**config.mk**
```make
export PLATFORM = sky130hd
export DESIGN_NAME = dpa_req_scheduler
export DESIGN_NICKNAME = d
export VERILOG_FILES = /design/src/rtl/dpa_pkg.sv /design/src/rtl/dpa_rr_arbiter.sv /design/src/rtl/dpa_req_scheduler.sv
export SDC_FILE = /design/constraint.sdc
export NUM_CORES = 1
export LEC_CHECK = 0
export CORE_AREA = 2 2 166 168
export CTS_CLUSTER_DIAMETER = 50
export DETAILED_ROUTE_END_ITERATION = 10
export DIE_AREA = 0 0 168 170
export HOLD_SLACK_MARGIN = 0.03
export SYNTH_ARGS = -nofsm -noshare
export SYNTH_HDL_FRONTEND = slang
export SYNTH_SLANG_ARGS = --single-unit
```
**constraint.sdc**
```tcl
create_clock -name clk -period 6.2 [get_ports clk]
set_input_delay 1.24 -clock clk [delete_from_list [all_inputs] [get_ports clk]]
set_output_delay 1.24 -clock clk [all_outputs]
set_load 0.005 [all_outputs]
```
**src/rtl/dpa_pkg.sv**
```systemverilog
// Shared definitions for the add/sub datapath scheduler: opcodes, FSM encoding, flag layout.
// Latency: none (definitions only).
// Backpressure: none (definitions only).
package dpa_pkg;

   // Datapath opcodes
   localparam logic [4:0] OP_ADD_U  = 5'b00001;
   localparam logic [4:0] OP_TC_SUM = 5'b00010;
   localparam logic [4:0] OP_SUB_U  = 5'b00011;

   // Scheduler FSM: idle, datapath settling, response held for the consumer
   typedef enum logic [1:0] {
      ST_IDLE = 2'd0,
      ST_EXEC = 2'd1,
      ST_RESP = 2'd2
   } state_t;

   // Bit positions inside the 4-bit flag word {cout,neg,ovf,zero}
   localparam int FLAG_ZERO = 0;
   localparam int FLAG_OVF  = 1;
   localparam int FLAG_NEG  = 2;
   localparam int FLAG_COUT = 3;
   localparam int FLAG_W    = 4;

   function automatic logic [FLAG_W-1:0] pack_flags(input logic cout, input logic neg,
                                                     input logic ovf,  input logic zero);
      logic [FLAG_W-1:0] f;
      f            = '0;
      f[FLAG_COUT] = cout;
      f[FLAG_NEG]  = neg;
      f[FLAG_OVF]  = ovf;
      f[FLAG_ZERO] = zero;
      return f;
   endfunction

endpackage

```
**src/rtl/dpa_rr_arbiter.sv**
```systemverilog
// Round-robin arbiter: first asserted request at or after ptr (wrapping) wins.
// Latency: purely combinational, zero cycles.
// Backpressure: none; caller decides whether the grant is consumed.
module dpa_rr_arbiter #(
   parameter int N = 4
) (
   input  logic [N-1:0]         req,
   input  logic [$clog2(N)-1:0] ptr,
   output logic [N-1:0]         grant,
   output logic [$clog2(N)-1:0] grant_idx,
   output logic                 any_req
);

   localparam int ID_W = $clog2(N);

   logic [ID_W:0]   pos;
   logic [ID_W-1:0] idx;
   logic            found;

   assign any_req = |req;

   // Walk the requesters starting at ptr, wrapping at N; keep the first hit.
   always_comb begin
      grant     = '0;
      grant_idx = '0;
      found     = 1'b0;
      pos       = '0;
      idx       = '0;
      for (int k = 0; k < N; k++) begin
         pos = {1'b0, ptr} + (ID_W+1)'(k);
         if (pos >= (ID_W+1)'(N)) begin
            pos = pos - (ID_W+1)'(N);
         end
         idx = pos[ID_W-1:0];
         if (!found && req[idx]) begin
            found      = 1'b1;
            grant[idx] = 1'b1;
            grant_idx  = idx;
         end
      end
   end

endmodule

```
**src/rtl/dpa_req_scheduler.sv**
```systemverilog
// Round-robin shares one add/sub datapath among NUM_REQ requesters; opcode check under DPA_OPCODE_CHECK_EN.
// Latency: accept edge -> rsp_valid two clocks later; one op in flight, peak 1 op per 2 clocks.
// Backpressure: rsp_ready low holds the response and blocks every req_ready until it is taken.
module dpa_req_scheduler
   import dpa_pkg::*;
#(
   parameter int WIDTH   = 32,
   parameter int OP_LEN  = 5,
   parameter int NUM_REQ = 4
) (
   input  logic                        clk,
   input  logic                        rst_n,
   input  logic [NUM_REQ-1:0]          req_valid,
   output logic [NUM_REQ-1:0]          req_ready,
   input  logic [NUM_REQ*WIDTH-1:0]    req_a,
   input  logic [NUM_REQ*WIDTH-1:0]    req_b,
   input  logic [NUM_REQ*OP_LEN-1:0]   req_opcode,
   output logic [WIDTH-1:0]            dp_a,
   output logic [WIDTH-1:0]            dp_b,
   output logic [OP_LEN-1:0]           dp_opcode,
   input  logic [WIDTH-1:0]            dp_sum,
   input  logic                        dp_cout,
   input  logic                        dp_neg,
   input  logic                        dp_ovf,
   input  logic                        dp_zero,
   output logic                        rsp_valid,
   input  logic                        rsp_ready,
   output logic [$clog2(NUM_REQ)-1:0]  rsp_id,
   output logic [WIDTH-1:0]            rsp_sum,
   output logic [FLAG_W-1:0]           rsp_flags,
   output logic                        rsp_err
);

   localparam int ID_W = $clog2(NUM_REQ);

   state_t              state_q, state_d;
   logic [ID_W-1:0]     ptr_q;
   logic [ID_W-1:0]     id_q;
   logic [ID_W-1:0]     grant_idx;
   logic [NUM_REQ-1:0]  grant;
   logic                any_req;
   logic                grant_en;
   logic                accept;
   logic [WIDTH-1:0]    sel_a;
   logic [WIDTH-1:0]    sel_b;
   logic [OP_LEN-1:0]   sel_op;

   dpa_rr_arbiter #(.N(NUM_REQ)) u_arb (
      .req       (req_valid),
      .ptr       (ptr_q),
      .grant     (grant),
      .grant_idx (grant_idx),
      .any_req   (any_req)
   );

   // A new op may start when idle, or when the held response is being taken this cycle.
   assign grant_en  = (state_q == ST_IDLE) || ((state_q == ST_RESP) && rsp_ready);
   assign accept    = grant_en && any_req;
   // Gated by rst_n so every output reads zero while reset is asserted.
   assign req_ready = rst_n ? (grant & {NUM_REQ{grant_en}}) : '0;

   // One-hot mux of the granted requester's slice.
   always_comb begin
      sel_a  = '0;
      sel_b  = '0;
      sel_op = '0;
      for (int i = 0; i < NUM_REQ; i++) begin
         if (grant[i]) begin
            sel_a  = req_a[i*WIDTH +: WIDTH];
            sel_b  = req_b[i*WIDTH +: WIDTH];
            sel_op = req_opcode[i*OP_LEN +: OP_LEN];
         end
      end
   end

`ifdef DPA_OPCODE_CHECK_EN
   logic sel_legal;
   logic err_q;

   assign sel_legal = (sel_op == OP_LEN'(OP_ADD_U))  ||
                      (sel_op == OP_LEN'(OP_TC_SUM)) ||
                      (sel_op == OP_LEN'(OP_SUB_U));
`endif

   // Next-state: EXEC is always one cycle; RESP waits for rsp_ready.
   always_comb begin
      state_d = state_q;
      case (state_q)
         ST_IDLE: if (accept) state_d = ST_EXEC;
         ST_EXEC: state_d = ST_RESP;
         ST_RESP: if (rsp_ready) state_d = accept ? ST_EXEC : ST_IDLE;
         default: state_d = ST_IDLE;
      endcase
   end

   // State and round-robin pointer; pointer moves past the winner on every accept.
   always_ff @(posedge clk or negedge rst_n) begin
      if (!rst_n) begin
         state_q <= ST_IDLE;
         ptr_q   <= '0;
      end else begin
         state_q <= state_d;
         if (accept) begin
            ptr_q <= (grant_idx == ID_W'(NUM_REQ - 1)) ? '0 : grant_idx + 1'b1;
         end
      end
   end

   // Operand issue registers; they only change on accept so the datapath sees no toggling when idle.
   always_ff @(posedge clk or negedge rst_n) begin
      if (!rst_n) begin
         dp_a      <= '0;
         dp_b      <= '0;
         dp_opcode <= '0;
         id_q      <= '0;
`ifdef DPA_OPCODE_CHECK_EN
         err_q     <= 1'b0;
`endif
      end else if (accept) begin
         dp_a <= sel_a;
         dp_b <= sel_b;
         id_q <= grant_idx;
`ifdef DPA_OPCODE_CHECK_EN
         if (sel_legal) begin
            dp_opcode <= sel_op;
         end
         err_q <= !sel_legal;
`else
         dp_opcode <= sel_op;
`endif
      end
   end

   // Response capture at the end of EXEC; held untouched through RESP until handshake.
   always_ff @(posedge clk or negedge rst_n) begin
      if (!rst_n) begin
         rsp_valid <= 1'b0;
         rsp_id    <= '0;
         rsp_sum   <= '0;
         rsp_flags <= '0;
`ifdef DPA_OPCODE_CHECK_EN
         rsp_err   <= 1'b0;
`endif
      end else begin
         rsp_valid <= (state_d == ST_RESP);
         if (state_q == ST_EXEC) begin
            rsp_id <= id_q;
`ifdef DPA_OPCODE_CHECK_EN
            rsp_sum   <= err_q ? '0 : dp_sum;
            rsp_flags <= err_q ? '0 : pack_flags(dp_cout, dp_neg, dp_ovf, dp_zero);
            rsp_err   <= err_q;
`else
            rsp_sum   <= dp_sum;
            rsp_flags <= pack_flags(dp_cout, dp_neg, dp_ovf, dp_zero);
`endif
         end
      end
   end

`ifndef DPA_OPCODE_CHECK_EN
   assign rsp_err = 1'b0;
`endif

endmodule

```
==> summary.md <==
| Metric | Value |
|---|---|
| Final Cycle Share | 79.35% |
| Antenna Nets Post-Route | 0 |
| WP buf/inv | 2 |
| Final hold violations | 0 |
| Synthesized area | 7171 um2 |
| 1st-iter DRT viols | 667 |
| # H-tree levels | 4 |
| Wire length on met2 | 16570 um |
| Status | finished, final reports clean |
| Critical Path Fanout Max | 8 |
| Insertion delay to the later sink of the worst-skew pair | 0.42 ns |
| Via count | 8139 |
| Die H | 170 um |
| Crit. End Element | output pin |
| Initial Util | 26.91% |
| Clk slew on worst S/H paths | 0.06 ns |
| Worst-case clock buffer depth | 2 |
| Syn nets | 1125 |
| Post-synth EDFFs | 0 |
| Wire length per cell | 21.56 um |
| RSZ-0062 raised after global routing | no |
| Post-CTS Setup Repair Bufs | 0 |
| Remaining Overflow, GRT | 0 |
| Design Area, Final | 12270 um2 |
| WP data arrival | 3.68 ns |
| Post-synthesis mux area share | 7.049% |
| Max-slew violation count | 0 |
| Clk_skew | 0.01088 ns |
| DRC | 0 |
| Switching pwr | 2687 uW |
| CP Launch Type | input port |
| Cells after Synth | 799 |
| TritonCTS Buffers | 17 |
| CP delay by family, top | buffers and inverters |
| Area growth from synthesis to layout | 71.12% |
| Top layer in use | met4 |
| Tightest Pin Transition | 1.143 ns |
| GP Congestion | 0.8295 |
| Wl on met1 | 13020 um |
| Lkg Pwr | 0.005042 uW |
| Logic gate share of total power | 61.1% |
| Hold_buf cts | 0 |
| Wire length on met3 | 2833 um |
| Top FF cell, synth | dfrtp_1 |
| Xor-xnor portion of the synthesized cell area | 0.1221% |
| CP peak stage delay | 0.54 ns |
| Final setup TNS | 0 ns |
| Most common cell on crit path | clkdlybuf4s50_1 |
| CP Data Required Time | 4.96 ns |
| Synth Area in Simple Gates | 6.561% |
| Port Buffer Count | 430 |
| Pwr Density | 504.5 nW/um2 |
| Clock power share | 16.3% |
| CTS Sinks | 114 |
| Critical Path, Cell by Cell | clkdlybuf4s50_1, or3b_1, a2111oi_4, o21ai_0, a31oi_1, clkdlybuf4s50_1 |
| Flops & latches, synth | 114 |
| Setup Viol. Count Final | 0 |
| Crit path kind | input port to output pin |
| Clk root buf | clkbuf_16 |
| Chip Width | 168 um |
| Post-CTS Resized | 0 |
| Peak VDD IR | 303.8 uV |
| Post-DP HPWL | 22250 um |
| Via density | 5.302 |
| Synth unique cells | 42 |
| Crit path time final | 4.919 ns |
| Sw Ratio | 43.41% |
| Final Routed Wirelength | 33090 um |
| Worst path slowest cell | clkdlybuf4s50_1 |
| Share of total power in sequential cells | 22.7% |
| Share of cells above drive strength 1 | 9.312% |
| Ys async rst share | 100.0% |
| Total GRT Usage | 22.33% |
| Largest family of logic cells by synthesized area | compound AO/OA/AOI/OAI gates |
| Post-DP Area | 11680 um2 |
| First drt pass iteration count | 5 |
| I/O Pins | 432 |
| Net count reported at finish | 1505 |
| First-pass GRT wire length | 48750 um |
| Core area | 26650 um2 |
| # rows | 60 |
| Synth Area in Compound Gates | 32.49% |
| Antenna violations before repair | 2 |
| CTS tree | yes |
| FMAX | 0.2033 GHz |
| Largest net degree at the start of global routing | 79 |
| Hold WC Path Type | register to register |
| Sequential share of the synthesized area | 39.78% |
| Max cap viols | 0 |
| Number of synthesis warnings | 0 |
| Die area | 28560 um2 |
| Mean Syn Cell Area | 8.975 um2 |
| Post-Synth Adder-Cell Area | 1.221% |
| Max_slew headroom | 23.62% |
| Number of global-route vias before repair | 8324 |
| P_int | 3504 uW |
==> metrics by stage <==
stage	std cells	utilization, %	power [uW]	setup WS [ns]	hold slack, ns
floorplan	799	-	3516	2.188	0.4444
global placement	1501	43.84	5165	1.310	0.4663
detailed placement	1501	43.84	5221	1.260	0.4747
CTS	1533	46.02	6255	1.292	0.4923
global route	1533	46.02	6612	1.189	0.5195
finish	1535	46.04	6191	1.281	0.4826
==> cells in the mapped netlist (3+ instances only) <==
cell	instances	share of area, %
nand2_1	12	0.63
o21ai_0	6	0.42
mux4_2	3	0.94
nand3b_1	5	0.52
a21oi_1	3	0.21
inv_1	141	7.4
dfrtp_1	114	40
o2bb2ai_1	69	8.4
mux2_2	38	6.0
buf_2	27	1.9
clkbuf_1	45	2.4
ha_1	7	1.2
buf_6	3	0.47
a221oi_1	60	7.3
buf_4	4	0.42
a221oi_2	11	2.3
nor2_1	78	4.1
nor3_1	3	0.21
a21o_1	4	0.42
a31oi_1	139	12
buf_1	3	0.16
==> worst min-delay path: stages (launching register included) <==
cell and delay (ns):
dfrtp_1 0.34, nand2_1 0.05, o21ai_0 0.06
==> logic make-up after synthesis <==
family,count (synthesis)
muxes,42
DFF,114
AOI/OAI and AO/OA,301
other,1
and+or+nand+nor,109
buffers and inverters,224
xor gates and xnor gates,1
adders and majority gates,7
==> final timing paths <==
check                                    start                       end  slack, ns  depth (start not counted)
setup / recovery                  req_valid[2]              req_ready[0]       1.28                          6
hold / removal             id_q[1]$_DFFE_PN0P_       id_q[1]$_DFFE_PN0P_       0.48                          2
setup reg to reg                      register  dp_opcode[2]$_DFFE_PN0P_       1.97                          9
hold reg to reg            id_q[1]$_DFFE_PN0P_       id_q[1]$_DFFE_PN0P_       0.48                          2
max in group asynchronous                rst_n      dp_a[25]$_DFFE_PN0P_       4.52                          2
min in group asynchronous                rst_n      dp_a[22]$_DFFE_PN0P_       0.66                          1
==> power groups by stage <==
stage                     Clock [uW]  Sequential [uW]  Combinational [uW]
after detailed placement           0             1410                3810
final                           1010             1400                3780
after floorplan                    0             1400                2110
after global placement             0             1400                3760
after CTS                       1030             1400                3820
after global routing            1060             1460                4090
==> cell type report <==
type / count / area [um2]
fillers: 2588 / 14380
repair buffers: 443 / 4412
multi-input cells: 461 / 3458
flip-flops and latches: 114 / 2853
inverters: 142 / 533.0
well taps: 341 / 426.7
clock buffers: 17 / 425.4
clock inverters: 15 / 157.7
diodes: 2 / 5.005
==> placed cells by master, fill, tap and decap left out, types with 2 or more instances in the layout <==
cell             count
a21oi_1              3
nand3b_1             5
clkbuf_16           17
ha_1                 7
dfrtp_1            114
o21ai_0              6
a221oi_1            60
nand2_1             10
a221oi_2            11
mux2_2              38
a21o_1               3
clkdlybuf4s50_1    429
mux4_2               3
nor2_1              77
clkinvlp_4           2
a211oi_1             2
a31oi_1            139
inv_1              141
clkinv_4             2
diode_2              2
nor2b_1              2
and3_2               2
o2bb2ai_1           69
inv_8                3
nor3_1               3
buf_4               13
inv_6                7
==> sequential cells by signal (all words and copies together) (netlist names), named ones only <==
name / count
dp_a: 32
dp_b: 32
rsp_sum: 32
dp_opcode: 5
rsp_flags: 4
id_q: 2
rsp_id: 2
state_q: 2
ptr_q: 1
rsp_valid: 1
==> per-layer routing <==
| metal | up-vias | global-route usage (%) |
|---|---|---|
| li1 | 3699 | - |
| met1 | 3978 | 25.25 |
| met2 | 426 | 40.68 |
| met3 | 36 | 6.698 |
| met4 | 0 | 6.352 |
| met5 | - | 0 |
Power figures use the tool's default switching activity.
